File: src/rtl/timer_reload_ctrl.sv
// ============================================================================
// timer_reload_ctrl
//
// Purpose
//   Reload controller for a bank of TIMER_NUM timers. Each expiry pulse on
//   time_out[i] marks channel i as pending. One pending channel per cycle is
//   granted round-robin. The granted channel's load_value slice is loaded
//   from its period register, and its pending bit clears. A second expiry on
//   a channel that is still waiting is merged into the first, and the
//   channel's sticky overflow flag is raised to record the lost event.
//
// Parameters
//   TIMER_NUM       number of timer channels
//   LOAD_W          width of one channel's load / period value
//   DEFAULT_PERIOD  reset value of every period register
//
// Ports
//   clk         in   1                   clock, rising edge
//   rst_n       in   1                   asynchronous active-low reset
//   time_out    in   TIMER_NUM           per-channel expiry pulses
//   load_value  out  TIMER_NUM*LOAD_W    reload values, channel i at [i*LOAD_W +: LOAD_W]
//   cfg_we      in   1                   period register write strobe
//   cfg_idx     in   $clog2(TIMER_NUM)   channel index for the write (out of range: ignored)
//   cfg_wdata   in   LOAD_W              period value to write
//   busy        out  1                   any channel has a reload pending (registered)
//   overflow    out  TIMER_NUM           sticky lost-event flags
//   ovf_clr     in   1                   clears all overflow flags
//
// Optional feature (macro TIMEOUT_CNT_EN)
//   cnt_idx     in   $clog2(TIMER_NUM)   channel whose event count is read
//   cnt_rdata   out  8                   saturating count of sampled time_out events
// ============================================================================
module timer_reload_ctrl #(
    parameter int TIMER_NUM      = 5,
    parameter int LOAD_W         = 10,
    parameter int DEFAULT_PERIOD = 9,
    // Width of a channel index; kept at least 1 so a single-channel build is legal.
    localparam int IDX_W = (TIMER_NUM > 1) ? $clog2(TIMER_NUM) : 1
) (
    input  logic                        clk,
    input  logic                        rst_n,
    input  logic [TIMER_NUM-1:0]        time_out,
    output logic [TIMER_NUM*LOAD_W-1:0] load_value,
    input  logic                        cfg_we,
    input  logic [IDX_W-1:0]            cfg_idx,
    input  logic [LOAD_W-1:0]           cfg_wdata,
    output logic                        busy,
    output logic [TIMER_NUM-1:0]        overflow,
    input  logic                        ovf_clr
`ifdef TIMEOUT_CNT_EN
   ,input  logic [IDX_W-1:0]            cnt_idx,
    output logic [7:0]                  cnt_rdata
`endif
);

    // ------------------------------------------------------------------------
    // State
    // ------------------------------------------------------------------------
    logic [LOAD_W-1:0]    r_period [TIMER_NUM];
    logic [LOAD_W-1:0]    r_load   [TIMER_NUM];
    logic [TIMER_NUM-1:0] r_pending;
    logic [TIMER_NUM-1:0] r_overflow;
    logic [IDX_W-1:0]     r_ptr;      // last granted channel

    // ------------------------------------------------------------------------
    // Combinational signals
    // ------------------------------------------------------------------------
    logic                 w_cfg_vld;
    logic                 w_gnt_vld;
    logic [IDX_W-1:0]     w_gnt_idx;
    logic [TIMER_NUM-1:0] w_gnt_oh;
    logic                 w_wr_hit;
    logic [LOAD_W-1:0]    w_reload_val;
    logic [TIMER_NUM-1:0] w_pend_nxt;
    logic [TIMER_NUM-1:0] w_ovf_set;
    logic [TIMER_NUM-1:0] w_ovf_nxt;

    // (base + off) modulo TIMER_NUM, for base < TIMER_NUM and 1 <= off <= TIMER_NUM.
    function automatic logic [IDX_W-1:0] wrap_add(input logic [IDX_W-1:0] base,
                                                  input int               off);
        int sum;
        sum = int'(base) + off;
        if (sum >= TIMER_NUM) begin
            sum = sum - TIMER_NUM;
        end
        return IDX_W'(sum);
    endfunction

    // Writes to channel indices that do not exist are dropped.
    assign w_cfg_vld = cfg_we && ({1'b0, cfg_idx} < (IDX_W+1)'(TIMER_NUM));

    // ------------------------------------------------------------------------
    // Round-robin arbiter: search starts one past the last grant and wraps.
    // Only registered pending bits take part, so an expiry is never granted
    // in the cycle it arrives.
    // ------------------------------------------------------------------------
    // NOTE: every variable written in an always_comb gets a default before any
    // conditional logic; otherwise a path that skips the assignment infers a latch.
    always_comb begin
        w_gnt_vld = 1'b0;
        w_gnt_idx = '0;
        for (int off = 1; off <= TIMER_NUM; off++) begin
            if (!w_gnt_vld && r_pending[wrap_add(r_ptr, off)]) begin
                w_gnt_vld = 1'b1;
                w_gnt_idx = wrap_add(r_ptr, off);
            end
        end
    end

    assign w_gnt_oh = w_gnt_vld ? (TIMER_NUM'(1) << w_gnt_idx) : '0;

    // A period write to the channel being granted goes straight through to the
    // reload, so software never races the reload with a stale value.
    assign w_wr_hit     = w_gnt_vld && w_cfg_vld && (cfg_idx == w_gnt_idx);
    assign w_reload_val = w_wr_hit ? cfg_wdata : r_period[w_gnt_idx];

    // ------------------------------------------------------------------------
    // Pending / overflow next state
    //   The grant clears a pending bit, but a new expiry on the same edge sets
    //   it again. That case is a fresh event and is not an overflow. An expiry
    //   on a pending channel that is not granted is merged and flagged. A new
    //   overflow wins over ovf_clr.
    // ------------------------------------------------------------------------
    assign w_pend_nxt = (r_pending & ~w_gnt_oh) | time_out;
    assign w_ovf_set  = time_out & r_pending & ~w_gnt_oh;
    assign w_ovf_nxt  = w_ovf_set | (ovf_clr ? '0 : r_overflow);

    // ------------------------------------------------------------------------
    // Sequential state
    // ------------------------------------------------------------------------
    // NOTE: sequential state uses non-blocking assignments so every register
    // samples the pre-edge values, regardless of statement order.
    always_ff @(posedge clk or negedge rst_n) begin
        if (!rst_n) begin
            r_pending  <= '0;
            r_overflow <= '0;
            r_ptr      <= IDX_W'(TIMER_NUM - 1);
        end else begin
            r_pending  <= w_pend_nxt;
            r_overflow <= w_ovf_nxt;
            if (w_gnt_vld) begin
                r_ptr <= w_gnt_idx;
            end
        end
    end

    // NOTE: the period and load arrays are reset on purpose. They are small
    // register files with defined reset contents, not RAMs, so a reset does
    // not prevent them from being mapped efficiently.
    always_ff @(posedge clk or negedge rst_n) begin
        if (!rst_n) begin
            for (int i = 0; i < TIMER_NUM; i++) begin
                r_period[i] <= LOAD_W'(DEFAULT_PERIOD);
                r_load[i]   <= '0;
            end
        end else begin
            if (w_cfg_vld) begin
                r_period[cfg_idx] <= cfg_wdata;
            end
            for (int i = 0; i < TIMER_NUM; i++) begin
                if (w_gnt_oh[i]) begin
                    r_load[i] <= w_reload_val;
                end
            end
        end
    end

    // ------------------------------------------------------------------------
    // Outputs
    // ------------------------------------------------------------------------
    for (genvar g = 0; g < TIMER_NUM; g++) begin : g_pack
        assign load_value[g*LOAD_W +: LOAD_W] = r_load[g];
    end

    assign busy     = |r_pending;
    assign overflow = r_overflow;

`ifdef TIMEOUT_CNT_EN
    // ------------------------------------------------------------------------
    // Per-channel event counters, saturating at 255
    // ------------------------------------------------------------------------
    logic [7:0] r_cnt [TIMER_NUM];

    always_ff @(posedge clk or negedge rst_n) begin
        if (!rst_n) begin
            for (int i = 0; i < TIMER_NUM; i++) begin
                r_cnt[i] <= '0;
            end
        end else begin
            for (int i = 0; i < TIMER_NUM; i++) begin
                if (time_out[i] && (r_cnt[i] != 8'hFF)) begin
                    r_cnt[i] <= r_cnt[i] + 8'd1;
                end
            end
        end
    end

    assign cnt_rdata = ({1'b0, cnt_idx} < (IDX_W+1)'(TIMER_NUM)) ? r_cnt[cnt_idx] : 8'd0;
`endif

endmodule

File: config.mk
export PLATFORM = sky130hd
export DESIGN_NAME = timer_reload_ctrl
export DESIGN_NICKNAME = d
export VERILOG_FILES = /design/src/rtl/timer_reload_ctrl.sv
export SDC_FILE = /design/constraint.sdc
export NUM_CORES = 1
export LEC_CHECK = 0
export ABC_AREA = 1
export ABC_CLOCK_PERIOD_IN_PS = 3800
export CORE_MARGIN = 3
export CORE_UTILIZATION = 50
export DETAILED_ROUTE_END_ITERATION = 6
export GPL_ROUTABILITY_DRIVEN = 0
export HOLD_SLACK_MARGIN = 0.12
export PLACE_DENSITY_LB_ADDON = 0.05
export SYNTH_ARGS = -nofsm -noshare
export SYNTH_HDL_FRONTEND = slang
export SYNTH_SLANG_ARGS = --single-unit
File: constraint.sdc
create_clock -name clk -period 3.8 [get_ports clk]
set_input_delay 0.76 -clock clk [delete_from_list [all_inputs] [get_ports clk]]
set_output_delay 0.76 -clock clk [all_outputs]
set_load 0.01 [all_outputs]
Word level (Yosys, flattened, before mapping)

Cells that the tools add are included.
Widths: inputs -> output; s select.

Output and inout bits: 56
Register bits after elaboration: 113

Order comparisons: 14
Bitwise logic cells: 8
Equality and inequality tests: 1
Add/sub/neg operators: 10
Shifts and indexed selects: 1
Muxes and demuxes: 34
Reductions and logical operators: 13

Operators by type and width:

| kind                | number |
|---|---|
| $bwmux 50           | 1 |
| $mux 10             | 4 |
| $bmux 10 s3         | 1 |
| $demux 10 s3        | 1 |
| $mux 3              | 10 |
| $ge 4x3->1 const B  | 5 |
| $lt 3x4->1 const B  | 5 |
| $and 5x5->5         | 3 |
| $bmux 1 s3          | 5 |
| $sub 3x3->3 const B | 5 |
| $mux 1              | 10 |
| $mux 5              | 2 |
| $or 5x5->5          | 2 |
| $add 3x2->4 const B | 2 |
| $add 3x3->4 const B | 2 |
| $ge 4x4->1 const B  | 2 |
| $logic_and 1x1->1   | 8 |
| $not 3->4           | 2 |
| $not 5->5           | 1 |
| $reduce_or 5->1     | 1 |
| $shl 1x3->5 const A | 1 |
| $add 3x1->4 const B | 1 |
| $logic_not 1->1     | 4 |
| $lt 4x1->1 const B  | 1 |
| other kinds (2)     | 2 |

Logic depth before layout (Yosys ltp)

Depth after elaboration: 23
Mapped depth: 26
Depth with buffers taken out: 26

Worst setup path after synthesis

Ideal clock, no wire load.

Path kind: register to register
Start point: register r_ptr[1]
End point: register r_load (netlist bit load_value[40])
Required time: 3.683 ns
Setup time: 0.117 ns
Arrival time: 2.969 ns
Slack: 0.714 ns
Cell stages (with the launch flop): 20
Clock period less this slack: 3.086 ns
Cells stage by stage: dfrtp_1 inv_1 ha_1 ha_1 or2_1 o21ai_0 o21ai_0 nand3_1 inv_2 nand3_1 nand2_1 nor2_2 clkbuf_1 nand3b_1 nand3_2 nand3_1 nand2_1 nand2_2 nand2_1 nand2_1

Cells in the longest elaborated chain, start to end: 23
Elaborated cells on any way between the ends: 58

Ends and longest elaborated chain:

| element                                          | RTL line | source |
|---|---|---|
| from (decl)                                      | 63       | `logic [IDX_W-1:0] r_ptr;` |
| from (signal assigned)                           | 137      | `r_ptr <= IDX_W'(TIMER_NUM - 1);` |
| from (signal assigned)                           | 142      | `r_ptr <= w_gnt_idx;` |
| $add 3x1->4                                      | 82       | `sum = int'(base) + off;` |
| $ge 4x3->1 / $sub 3x3->3 (equally long branches) | 83, 84   |  |
| $mux 3                                           | 83       | `if (sum >= TIMER_NUM) begin` |
| $bmux 1 s3                                       | 103      | `if (!w_gnt_vld && r_pending[wrap_add(r_ptr, off)]) begin` |
| $mux 1 (not written as such)                     | 103      |  |
| $mux 1                                           | 103      |  |
| $logic_not 1->1                                  | 103      |  |
| $logic_and 1x1->1                                | 103      |  |
| [6 not listed]                                   | n/a      |  |
| $mux 1                                           | 103      |  |
| $logic_not 1->1                                  | 103      |  |
| $logic_and 1x1->1                                | 103      |  |
| $mux 3                                           | 103      |  |
| $not 3->4 (not written as such)                  | 115      | `assign w_reload_val = w_wr_hit ? cfg_wdata : r_period[w_gnt_idx];` |
| $bmux 10 s3                                      | 115      |  |
| $mux 10 (not written as such) (2 in series)      | 115      |  |
| $mux 10                                          | 115      |  |
| to (signal, indexed assignment)                  | 162      | `r_load[i] <= w_reload_val;` |
| to (decl)                                        | 60       | `logic [LOAD_W-1:0] r_load [TIMER_NUM];` |

Several ways; a longest one is shown, not always the timed one. The select of a mux whose other input is x is not followed.
A chain may end at the register's enable or synchronous reset.

Final worst setup path

Start point: register r_ptr[0]
End point: register r_load (netlist bit load_value[26])

Same word-level chain as after synthesis.

==> metrics.yaml <==
status: "finished clean"
yosys-top-cells-area: "dfrtp_1 (43%), nand2_1 (20%), nand3_1 (7.4%), o21ai_0 (5.0%), inv_1 (4.9%)"
vias: 5574
cts-buffers-inserted: 17
vias_per_cell: 5.35
slew_violations: 0
ys_ff_latch: 113
hold_class: "input pin to async pin"
die_w_microns: 115
setup_viol: 0
clock-sinks: 113
fp.dieH_microns: 115
multi_input_area_sq_um: 2740
cts_buffer_depth: 2
final_common_cell: "nand2_1"
setup_tns_ps: 0
placedInstanceArea_sq_um: 6930
grt_first_pass_wirelength_mm: 26.9
drtIter0Drc: 468
crit_path_max_incr_delay_ps: 390
cp-end-kind: "register"
hpwl_mm: 11.7
relSlewSlack_pct: 43.6
grt_setup_unrepaired: "false"
drive_gt1_share_pct: 12.3
fin_crit_sh_pct: 92.1
firstDrtPassIters: 5
die_area_sq_um: 13300
antenna_left: 0
crit_top_cell: "nand2_1"
ys_types: 33
fin_nets: 919
syn_avg_cell_area_sq_um: 7.51
final_cell_area_sq_um: 7610
yosys_warnings: 0
syn_inst: 796
synth_area_sq_um: 5980
hold_viol: 0
clockRootBuffer: "clkbuf_16"
maxCapViolCount: 0
finClkSkew_ps: 11.4
synth_nets: 829
yosys.area.top_type: "dfrtp_1"
antenna_found_initial: 0
yosysTopAreaCellShare_pct: 42.7
wl_per_cell_microns: 16.1
routed_wl_mm: 16.7
drc: 0
antenna_cells: 0
required_ps: 4150
synth-seq-area-share_pct: 47.5
cp_slowest_cell: "ha_1"
synth_flop_cell: "dfrtp_1"
crit_path_start_kind: "register"
io_buffers: 77
clk_pin_slew_worst_paths_ps: 50
worst_pin_slew_ps: 844
nFillCells: 1011
r2r_cells: 22
final.min_clock_period_ps: 3500
critPathKind: "register to register"
whs_ps: 392
clk_latency_ps: 410
postSynth.asyncResetShare_pct: 100
worstReg2RegStart: "r_ptr[0]$_DFFE_PN0N_"
r2r_slack_ps: 300
seq_area_sq_um: 2840
worst-endpoint-arrival_ps: 3850
overflow: 0
utilization_pct: 65.8
worstPathCellList: "inv_4 -> buf_4 -> ha_1 -> xnor2_1 -> inv_1 -> nand2_1 -> nand3_1 -> nand3_1 -> nand2_1 -> nor2_4 -> nand3_2 -> nor2_2 -> nor2_4 -> buf_4 -> nand3_1 -> nand2_1 -> nor2_4 -> buf_6 -> nand3_1 -> nand2_2 -> nand2_1 -> nand2_1"
ios: 78
cts_tree: "done"
grt_max_degree: 63
worstReg2RegEnd: "load_value[26]$_DFFE_PN0P_"
core_area_sq_um: 11600
grt_pass1_vias: 5355
ctsHoldBuffers: 0
cp_max_fo: 11
syn2layout_area_growth_pct: 27.3
htree_levels: 4
max_freq_ghz: 0.286
row_count: 39
track_usage_pct: 26.1
synth_edf_count: 0
start_util_pct: 51.7
layout_common_cells: "nand2_1 (325), dfrtp_1 (102), nand3_1 (88)"
flip-flops by register name, indices dropped and copies added, names as in the netlist:
name        cells
r_ptr           3
r_pending       5
r_period       50
load_value     50
overflow        5
stage by stage:
step | setup slack, ps | std cells
after CTS | 8.88 | 1035
after floorplan | 714 | 796
after detailed placement | 44.1 | 1003
after global placement | 255 | 1003
final | 299 | 1042
after global routing | 28.5 | 1042
critical path, delay by kind of cell (launching register included):
kind | cells | cell delay (ps)
xor gates and xnor gates | 1 | 390
adders and majority gates | 1 | 390
buffers and inverters | 5 | 620
DFF | 1 | 380
and+or+nand+nor | 15 | 1650
layout make-up:
class | count | area share (%)
well taps | 143 | 2.35
multi-input cells | 569 | 35.9
flip-flops and latches | 113 | 37.3
inverters | 82 | 4.18
repair buffers | 103 | 12.9
clock inverters | 7 | 1.15
clock buffers | 25 | 6.12
how the worst max path moves through the flow:
stage                    startpoint                    endpoint  slack, ps  depth (start not counted)
2_1_floorplan  r_ptr[1]$_DFFE_PN0N_  load_value[40]$_DFFE_PN0P_        710                         19
3_3_place_gp   r_ptr[0]$_DFFE_PN0N_  load_value[11]$_DFFE_PN0P_        250                         22
3_5_place_dp   r_ptr[0]$_DFFE_PN0N_  load_value[13]$_DFFE_PN0P_         40                         22
4_1_cts        r_ptr[0]$_DFFE_PN0N_  load_value[13]$_DFFE_PN0P_          9                         22
5_1_grt        r_ptr[0]$_DFFE_PN0N_  load_value[23]$_DFFE_PN0P_         30                         20
6_report       r_ptr[0]$_DFFE_PN0N_  load_value[26]$_DFFE_PN0P_        300                         22
metal layers:
metal	share of wire (%)	track usage (%)	vias to the layer above
met5	0	0	-
met4	1.2	7.75	0
met3	5.3	5.37	19
met2	50	43.5	153
met1	44	34.7	2698
li1	-	-	2704
cell usage after synthesis (all sizes together) (2+ instances only):
cell,instances
nand2,344
dfrtp,102
nand3,101
inv,81
o21ai,62
nor2,18
buf,17
clkbuf,15
dfstp,11
ha,10
nand3b,10
nand4,8
o21bai,3
a31oi,2
o211ai,2
or2,2
kinds of logic after synthesis:
kind of cell | count (synthesis) | share of synthesized area [%]
simple gates | 485 | 35.8
buf+inv | 114 | 7.62
flops | 113 | 47.5
compound gates | 72 | 6.49
fa+ha+maj | 11 | 2.43
xor+xnor | 1 | 0.147
repair_timing:
action / in CTS / in global routing
setup endpoints to repair: 0 / 61
endpoints found under the hold margin: 0 / 0
buffers inserted: 0 / 7
gates resized for setup: 0 / 20
Power is left out: the tool's default activity adds up to more than one toggle a clock period on the data nets, which glitch-free logic cannot reach.
